`config.mk`:
```
export PLATFORM = sky130hd
export DESIGN_NAME = board_port_arbiter
export DESIGN_NICKNAME = d
export VERILOG_FILES = /design/src/rtl/board_port_arbiter.sv
export SDC_FILE = /design/constraint.sdc
export NUM_CORES = 1
export LEC_CHECK = 0
export BUFFER_PORTS_ARGS = -buffer_cell sky130_fd_sc_hd__buf_2
export CORE_AREA = 5 5 69 71
export DETAILED_ROUTE_END_ITERATION = 10
export DIE_AREA = 0 0 74 76
export GPL_ROUTABILITY_DRIVEN = 0
export GPL_TIMING_DRIVEN = 0
export PLACE_DENSITY = 0.82
export RECOVER_POWER = 25
export REMOVE_ABC_BUFFERS = 1
export SYNTH_ARGS = -nofsm -noshare
export SYNTH_HDL_FRONTEND = slang
export SYNTH_SLANG_ARGS = --single-unit
export TNS_END_PERCENT = 20
```
`constraint.sdc`:
```
create_clock -name clk -period 3.68 [get_ports clk]
set_clock_uncertainty 0.05 [all_clocks]
set_input_delay 0.736 -clock clk [delete_from_list [all_inputs] [get_ports clk]]
set_output_delay 0.736 -clock clk [all_outputs]
set_load 0.03 [all_outputs]
```
`src/rtl/board_port_arbiter.sv`:
```
// Round-robin arbiter sharing one board_mem control port among N_REQ requesters,
// with a built-in sequencer that zero-fills the X_SIZE x Y_SIZE board.
module board_port_arbiter #(
  parameter int unsigned N_REQ      = 3,
  parameter int unsigned ADDR_WIDTH = 8,
  parameter int unsigned DATA_WIDTH = 2,
  parameter int unsigned X_SIZE     = 12,
  parameter int unsigned Y_SIZE     = 12
) (
  input  logic                        clk,
  input  logic                        rst,
  input  logic [N_REQ-1:0]            req,
  input  logic [N_REQ-1:0]            req_w_nr,
  input  logic [N_REQ*ADDR_WIDTH-1:0] req_addr,
  input  logic [N_REQ*DATA_WIDTH-1:0] req_wdata,
  output logic [N_REQ-1:0]            ack,
  output logic [DATA_WIDTH-1:0]       rdata,
  input  logic                        clear_start,
  output logic                        clear_done,
  output logic                        busy,
  output logic [ADDR_WIDTH-1:0]       mem_addr,
  output logic                        mem_w_nr,
  output logic [DATA_WIDTH-1:0]       mem_wdata,
  input  logic [DATA_WIDTH-1:0]       mem_rdata
);

  localparam int unsigned PtrW = (N_REQ > 1) ? $clog2(N_REQ) : 1;
  localparam int unsigned SumW = PtrW + 1;
  localparam int unsigned CntW = ADDR_WIDTH / 2;

  localparam logic [CntW-1:0] XLast   = CntW'(X_SIZE - 1);
  localparam logic [CntW-1:0] YLast   = CntW'(Y_SIZE - 1);
  localparam logic [PtrW-1:0] PtrLast = PtrW'(N_REQ - 1);
  localparam logic [SumW-1:0] NReqS   = SumW'(N_REQ);

  typedef enum logic [1:0] {
    StIdle,
    StAccess,
    StDone,
    StClear
  } state_e;

  state_e                state_q, state_d;
  logic [PtrW-1:0]       rr_ptr_q, rr_ptr_d;
  logic [PtrW-1:0]       grant_q, grant_d;
  logic                  wr_q, wr_d;
  logic                  pend_q, pend_d;
  logic [CntW-1:0]       x_q, x_d;
  logic [CntW-1:0]       y_q, y_d;
  logic [N_REQ-1:0]      ack_q, ack_d;
  logic [DATA_WIDTH-1:0] rdata_q, rdata_d;
  logic                  clear_done_q, clear_done_d;
  logic                  busy_q, busy_d;
  logic [ADDR_WIDTH-1:0] mem_addr_q, mem_addr_d;
  logic                  mem_w_nr_q, mem_w_nr_d;
  logic [DATA_WIDTH-1:0] mem_wdata_q, mem_wdata_d;

  // Winner: first set request scanning upward from rr_ptr, wrapping at N_REQ.
  logic            found;
  logic [PtrW-1:0] win;
  logic [SumW-1:0] cand;

  always_comb begin
    found = 1'b0;
    win   = '0;
    cand  = '0;
    for (int unsigned i = 0; i < N_REQ; i++) begin
      cand = {1'b0, rr_ptr_q} + SumW'(i);
      if (cand >= NReqS) begin
        cand = cand - NReqS;
      end
      if (!found && req[cand[PtrW-1:0]]) begin
        found = 1'b1;
        win   = cand[PtrW-1:0];
      end
    end
  end

  always_comb begin
    state_d      = state_q;
    rr_ptr_d     = rr_ptr_q;
    grant_d      = grant_q;
    wr_d         = wr_q;
    pend_d       = pend_q | (clear_start & (state_q != StClear));
    x_d          = x_q;
    y_d          = y_q;
    ack_d        = '0;
    rdata_d      = rdata_q;
    clear_done_d = 1'b0;
    mem_addr_d   = mem_addr_q;
    mem_w_nr_d   = 1'b0;
    mem_wdata_d  = mem_wdata_q;

    unique case (state_q)
      StIdle: begin
        if (pend_q || clear_start) begin
          // First clear write is presented in the very first CLEAR cycle.
          state_d     = StClear;
          pend_d      = 1'b0;
          x_d         = '0;
          y_d         = '0;
          mem_addr_d  = '0;
          mem_wdata_d = '0;
          mem_w_nr_d  = 1'b1;
        end else if (found) begin
          state_d     = StAccess;
          grant_d     = win;
          wr_d        = req_w_nr[win];
          mem_addr_d  = req_addr[win*ADDR_WIDTH +: ADDR_WIDTH];
          mem_wdata_d = req_wdata[win*DATA_WIDTH +: DATA_WIDTH];
          mem_w_nr_d  = req_w_nr[win];
        end
      end
      StAccess: begin
        state_d = StDone;
      end
      StDone: begin
        state_d        = StIdle;
        ack_d[grant_q] = 1'b1;
        if (!wr_q) begin
          rdata_d = mem_rdata;
        end
        rr_ptr_d = (grant_q == PtrLast) ? '0 : grant_q + 1'b1;
      end
      StClear: begin
        mem_wdata_d = '0;
        if (x_q == XLast && y_q == YLast) begin
          state_d      = StIdle;
          clear_done_d = 1'b1;
          x_d          = '0;
          y_d          = '0;
        end else begin
          if (x_q == XLast) begin
            x_d = '0;
            y_d = y_q + 1'b1;
          end else begin
            x_d = x_q + 1'b1;
          end
          mem_addr_d = ADDR_WIDTH'({y_d, x_d});
          mem_w_nr_d = 1'b1;
        end
      end
      default: begin
        state_d = StIdle;
      end
    endcase

    busy_d = (state_d != StIdle);
  end

  always_ff @(posedge clk or negedge rst) begin
    if (!rst) begin
      state_q      <= StIdle;
      rr_ptr_q     <= '0;
      grant_q      <= '0;
      wr_q         <= 1'b0;
      pend_q       <= 1'b0;
      x_q          <= '0;
      y_q          <= '0;
      ack_q        <= '0;
      rdata_q      <= '0;
      clear_done_q <= 1'b0;
      busy_q       <= 1'b0;
      mem_addr_q   <= '0;
      mem_w_nr_q   <= 1'b0;
      mem_wdata_q  <= '0;
    end else begin
      state_q      <= state_d;
      rr_ptr_q     <= rr_ptr_d;
      grant_q      <= grant_d;
      wr_q         <= wr_d;
      pend_q       <= pend_d;
      x_q          <= x_d;
      y_q          <= y_d;
      ack_q        <= ack_d;
      rdata_q      <= rdata_d;
      clear_done_q <= clear_done_d;
      busy_q       <= busy_d;
      mem_addr_q   <= mem_addr_d;
      mem_w_nr_q   <= mem_w_nr_d;
      mem_wdata_q  <= mem_wdata_d;
    end
  end

  assign ack        = ack_q;
  assign rdata      = rdata_q;
  assign clear_done = clear_done_q;
  assign busy       = busy_q;
  assign mem_addr   = mem_addr_q;
  assign mem_w_nr   = mem_w_nr_q;
  assign mem_wdata  = mem_wdata_q;

endmodule
```
==> impl_metrics.json, run 1 <==
{
  "status": "complete, but fails checks",
  "violations": "capacitance limit, slew limit",
  "crit_path_cell_trace": "inv_1 > ha_1 > mux2i_1 > o21ai_2 > o31ai_2 > and2b_1 > a221oi_2 > o21ai_1",
  "grt_max_degree": 35,
  "ir_drop_mv": 0.153,
  "io_pins": 59,
  "clkLatencyLatePin_ps": 290,
  "cts_resized": 0,
  "core_um2": 4170,
  "drt-initial-drc-count": 78,
  "syn2layout_area_growth_pct": 16.9,
  "die_y_um": 76,
  "cp.required_ps": 3780,
  "fin_util_pct": 61.5,
  "fmax_ghz": 0.326,
  "grt_use_total_pct": 18.9,
  "drtPass1Iterations": 4,
  "reg2regPathDepth": 8,
  "instances_no_fill": 324,
  "min_path_type": "reg2reg",
  "die_w_um": 74,
  "drv_cap": 1,
  "ys_async_sr_fraction_pct": 100,
  "grt_overflow_total": 0,
  "initial_utilization_pct": 52.6,
  "final_common_cell": "buf_2",
  "ys.flop_type": "dfrtp_1",
  "synthCells": 216,
  "synth_seq_area_share_pct": 38.7,
  "wl_mm": 5.01,
  "drc": 0,
  "ys_ff_latch": 34,
  "syn_area_um2": 2200,
  "path_max_fanout": 13,
  "cp-end-kind": "register",
  "slew_headroom_pct": -17.1,
  "synth-edff-count": 0,
  "crit_path_start": "rr_ptr_q[1]",
  "setup_ws_ps": 617,
  "drive_gt1_share_pct": 36.0,
  "hold_viol": 0,
  "fill_cells": 359,
  "die_area_um2": 5620,
  "grt_pass1_wl_mm": 8.45,
  "final_cell_mix": "buf_2 (57), dfrtp_1 (34), nand2_1 (26), nor2_1 (17), mux2_2 (14)",
  "powerDensity_nw_per_um2": 273,
  "avgSynthCellArea_um2": 10.2,
  "cts_tree": "built",
  "nets": 325,
  "clkSlewWorstSetupHoldPaths_ps": 70,
  "fin_setup_tns_ps": 0,
  "worstSetupEndpoint": "mem_addr[0]",
  "cts_made_buffers": 5,
  "power_leakage_nw": 1.26,
  "cts_root_buf": "clkbuf_8",
  "ant_nets": 0,
  "htreeDepth": 2,
  "finalCriticalPeriod_ps": 3060,
  "portBuffers": 58,
  "antenna_cells": 0,
  "cts.sinks": 34,
  "clk_path_buf_depth": 2,
  "finalMaxSlewViolations": 35,
  "postCtsSetupBuffers": 0,
  "period_share_pct": 83.2,
  "dp_hpwl_mm": 3.87,
  "critical_path_arrival_ps": 3160,
  "rows": 24,
  "ys_warn_count": 0,
  "ctsHoldBuffers": 0,
  "r2r_end": "mem_addr[0]",
  "synth_cell_types": 57,
  "r2r_start": "rr_ptr_q[1]",
  "finalSetupViolCount": 0,
  "vias": 1836,
  "rsz0062_at_grt": "no",
  "wire_per_inst_um": 15.5,
  "dp_cells": 318,
  "grt_pass1_vias": 1884,
  "slowest_stage": "o31ai_2",
  "worst-setup-path-type": "reg2reg",
  "critPathLaunchType": "register",
  "power_w": 0.000701,
  "routed_via_density": 5.67,
  "tightest_slew_ps": 1760,
  "max_stage_delay_ps": 890,
  "antenna_found_initial": 0,
  "r2r_slack_ps": 620,
  "place_ws_ps": 606
}
report_power, final:
part / switching (W) / leakage (nW) / internal, W
sequential: 0 / 0.436 / 0.000374
clock: 0.000121 / 0.0431 / 0.000144
combinational: 0.0000331 / 0.776 / 0.0000295
total: 0.000154 / 1.26 / 0.000547
registers in the layout, indices dropped and copies added (netlist names), 3 cells and up:
signal and count:
mem_addr 8, ack 3, x_q 4, y_q 4
cell type report:
class                           count  area, um2  share of cell area [%]
Tap cell                           52       65.1                    2.53
Clock buffer                        6       82.6                    3.22
Inverter                            7       26.3                    1.02
Sequential cell                    34        851                    33.1
Timing Repair Buffer               58        289                    11.3
Multi-Input combinational cell    167       1250                    48.8
worst max-delay path: cells and delay by family (launching register included):
family	cells	cell delay (ps)
buffers and inverters	1	100
AO/OA/AOI/OAI	4	1360
multiplexers	1	260
adder cells (fa/ha/maj)	1	360
AND/OR/NAND/NOR	1	380
flip-flops	1	400
per-layer routing:
layer  track usage (%)  vias to the layer above  wire length [um]
met2              33.0                       34              2670
met4              7.25                        0                93
met5                 0                        -                 0
met3              3.03                        9               159
li1                  -                      896                 -
met1              22.7                      897              2090
synthesized netlist by cell type (all sizes together) (3+ instances only):
library cell,instances,share of area (%)
dfrtp,34,39
nand2,26,4.4
mux2,17,8.7
nor2,17,2.9
o21ai,14,4.0
ha,11,6.3
a21oi,10,3.0
buf,7,2.8
inv,7,1.2
mux2i,7,3.2
a221oi,6,4.1
nand2b,5,1.4
nand3,4,0.91
a22o,3,1.2
nor2b,3,0.97
nor3,3,0.68
o211ai,3,1.5
o21bai,3,1.0
o31ai,3,1.3
through the flow:
| stage | hold WS, ps | instance area [um2] |
|---|---|---|
| floorplan | 390 | 2130 |
| global placement | 415 | 2490 |
| detailed placement | 423 | 2490 |
| CTS | 437 | 2570 |
| global route | 456 | 2570 |
| finish | 428 | 2570 |
worst min-delay path by stage:
stage                            from     endpoint  slack [ps]  cells after the start
final                     mem_addr[0]  mem_addr[0]         430                      2
after global routing      mem_addr[2]  mem_addr[2]         460                      2
after CTS                 mem_addr[0]  mem_addr[0]         440                      2
after detailed placement  mem_addr[0]  mem_addr[0]         420                      2
after global placement    mem_addr[6]  mem_addr[6]         410                      2
after floorplan                   rst       ack[0]         390                      0
kinds of logic (layout without fill, tap and decap cells):
kind of cell,count (synthesis),after routing,share of synthesized area [%]
AND/OR/NAND/NOR,75,75,17.1
AO/OA/AOI/OAI,54,54,20.6
flip-flops,34,34,38.7
multiplexers,24,24,11.9
buffers and inverters,15,71,4.21
adder cells (fa/ha/maj),11,11,6.26
XOR/XNOR,3,3,1.20
Note: power is estimated with default switching activity, not from simulation.
==> run 2: changes to the inputs <==
Settings changed: ABC_AREA from default to 1, CORE_AREA 5 5 69 71 to 5 5 77 79, DIE_AREA 0 0 74 76 to 0 0 82 84, PLACE_DENSITY 0.82 to 0.73.
Clock period 3.68 ns to 2.7 ns, I/O delays scaled along.
==> run 2 against run 1 <==
  * The flow still finishes with violations (capacitance limit, slew limit)
  * Cell count is 37% higher
  * Via count grew 19%
  * Design area rose by 8.5%
  * Setup slack lost 430 ps
  * Synthesized cell count increased by 44%
  * Critical endpoint is now mem_w_nr
==> impl_metrics.json, run 2 <==
{
  "power_leakage_nw": 1.53,
  "initial_utilization_pct": 44.7,
  "synthTopCellsByArea": "dfrtp_1 (36%), nand2_1 (11%), inv_1 (8.0%)",
  "ir_drop_mv": 0.626,
  "finalCriticalPeriod_ps": 2510,
  "ys_async_sr_fraction_pct": 100,
  "period_share_pct": 93.0,
  "dp_hpwl_mm": 4.29,
  "postCtsSetupBuffers": 0,
  "final_common_cell": "nand2_1",
  "cts_resized": 0,
  "wire_per_inst_um": 12.5,
  "nets": 424,
  "vias": 2184,
  "setup_ws_ps": 190,
  "die_w_um": 82,
  "die_area_um2": 6890,
  "final_cell_mix": "nand2_1 (67), buf_2 (57), inv_1 (50), nor2_1 (34), dfrtp_1 (34)",
  "ant_nets": 0,
  "grt_overflow_total": 0,
  "violations": "capacitance limit, slew limit",
  "path_max_fanout": 23,
  "ctsHoldBuffers": 0,
  "hold_viol": 0,
  "critical_path_arrival_ps": 2640,
  "cts_tree": "built",
  "ys_warn_count": 0,
  "grt_max_degree": 35,
  "cts.sinks": 34,
  "fmax_ghz": 0.398,
  "fin_setup_tns_ps": 0,
  "core_um2": 5270,
  "synth_seq_area_share_pct": 36.1,
  "cp.required_ps": 2830,
  "ys_ff_latch": 34,
  "critPathLaunchType": "register",
  "antenna_found_initial": 0,
  "die_y_um": 84,
  "grt_use_total_pct": 17.2,
  "slew_headroom_pct": -18.5,
  "syn_area_um2": 2350,
  "drc": 0,
  "drtPass1Iterations": 4,
  "hold-worst-slack_ps": 423,
  "clkLatencyLatePin_ps": 290,
  "avgSynthCellArea_um2": 7.55,
  "worst-setup-path-type": "reg2reg",
  "powerDensity_nw_per_um2": 1330,
  "cts_made_buffers": 5,
  "grt_pass1_vias": 2153,
  "place_ws_ps": 225,
  "ys.flop_type": "dfrtp_1",
  "rsz0062_at_grt": "no",
  "synth_cell_types": 30,
  "portBuffers": 58,
  "io_pins": 59,
  "routed_via_density": 4.91,
  "synth_commonest_cells": "nand2_1 (67), inv_1 (50), dfrtp_1 (34), nor2_1 (34), nand3_1 (31)",
  "wl_mm": 5.55,
  "rows": 27,
  "htreeDepth": 2,
  "cp-end-kind": "register",
  "min_path_type": "in2reg",
  "synthCells": 312,
  "clkSlewWorstSetupHoldPaths_ps": 70,
  "status": "complete, but fails checks",
  "synth_area_leader_cell": "dfrtp_1",
  "fin_util_pct": 52.8,
  "finalSetupViolCount": 0,
  "drt-initial-drc-count": 160,
  "tightest_slew_ps": 1780,
  "finalMaxSlewViolations": 35,
  "drv_cap": 1,
  "syn2layout_area_growth_pct": 18.3,
  "largest_register_ffs": 8,
  "antenna_cells": 0,
  "cts_root_buf": "clkbuf_8",
  "drive_gt1_share_pct": 27.9,
  "clk_path_buf_depth": 2,
  "synth-edff-count": 0,
  "grt_pass1_wl_mm": 9.36,
  "synth.most_common_cell": "nand2_1",
  "synth_top_cell_area_share_pct": 36.1
}
## run 2: cell types whose count changed in the layout (fill, tap and decap cells not counted), sizes merged, moves of 6 or more
cell / previous run / this run
a221oi: 6 / 0
nor2: 17 / 34
inv: 7 / 55
nand2: 26 / 78
nand3: 4 / 43
mux2i: 7 / 0
mux2: 17 / 2
## run 2: kinds of logic (layout without fill, tap and decap cells)
logic type / count (synthesis) / in the layout / synth area share, %
flops: 34 / 34 / 36.1
buf+inv: 60 / 121 / 10.6
simple gates: 164 / 164 / 35.5
fa+ha+maj: 11 / 11 / 5.84
mux: 2 / 2 / 0.956
xor+xnor: 2 / 2 / 0.744
compound gates: 39 / 39 / 10.1
## run 2: path summary, 6_finish.rpt
| check | slack [ps] | endpoint | cells past startpoint | from |
|---|---|---|---|---|
| worst max-delay path | 190 | mem_w_nr | 12 | rr_ptr_q[0] |
| worst min register to register | 440 | mem_wdata[0] | 2 | mem_wdata[0] |
| max in group asynchronous | 910 | mem_addr[7] | 1 | rst |
| min in group asynchronous | 660 | ack[0] | 1 | rst |
| worst max register to register | 190 | mem_w_nr | 12 | rr_ptr_q[0] |
| worst min-delay path | 420 | rdata[1] | 2 | mem_rdata[1] |
## run 2: cell type report
type | count | area [um2]
Inverter | 55 | 206
Multi-Input combinational cell | 218 | 1250
Sequential cell | 34 | 851
Clock buffer | 6 | 82.6
Clock inverter | 2 | 12.5
Fill cell | 515 | 2480
Timing Repair Buffer | 58 | 289
Tap cell | 72 | 90.1
## run 2: critical path, stage by stage, from the launching register on
cell,delay [ps]
dfrtp_1,380
inv_1,80
ha_1,400
o21ai_1,280
nand2_2,140
nand3_2,120
nand3_4,130
nand2_4,320
inv_1,120
nand2_1,120
nand3_1,90
nand2_1,90
a21oi_1,70
## run 2: metal layers
layer | global-route usage [%] | part of all wire [%] | wire (um)
met1 | 21.1 | 44 | 2440
met2 | 27.9 | 48 | 2690
met3 | 3.46 | 5.0 | 278
met4 | 8.91 | 2.7 | 150
met5 | 0 | 0 | 0
## run 2: per-stage QoR
step | cell area (um2) | cells | total power [W]
after floorplan | 2310 | 307 | 0.00273
after global placement | 2690 | 437 | 0.00325
after detailed placement | 2690 | 437 | 0.00331
after CTS | 2790 | 445 | 0.00372
after global routing | 2790 | 445 | 0.00404
final | 2790 | 445 | 0.00370
## run 2: report_power, final
part | internal, W | total [W] | switching (W)
clock | 0.000205 | 0.000392 | 0.000187
combinational | 0.000782 | 0.00251 | 0.00172
sequential | 0.000700 | 0.000807 | 0.000107
total | 0.00169 | 0.00370 | 0.00202
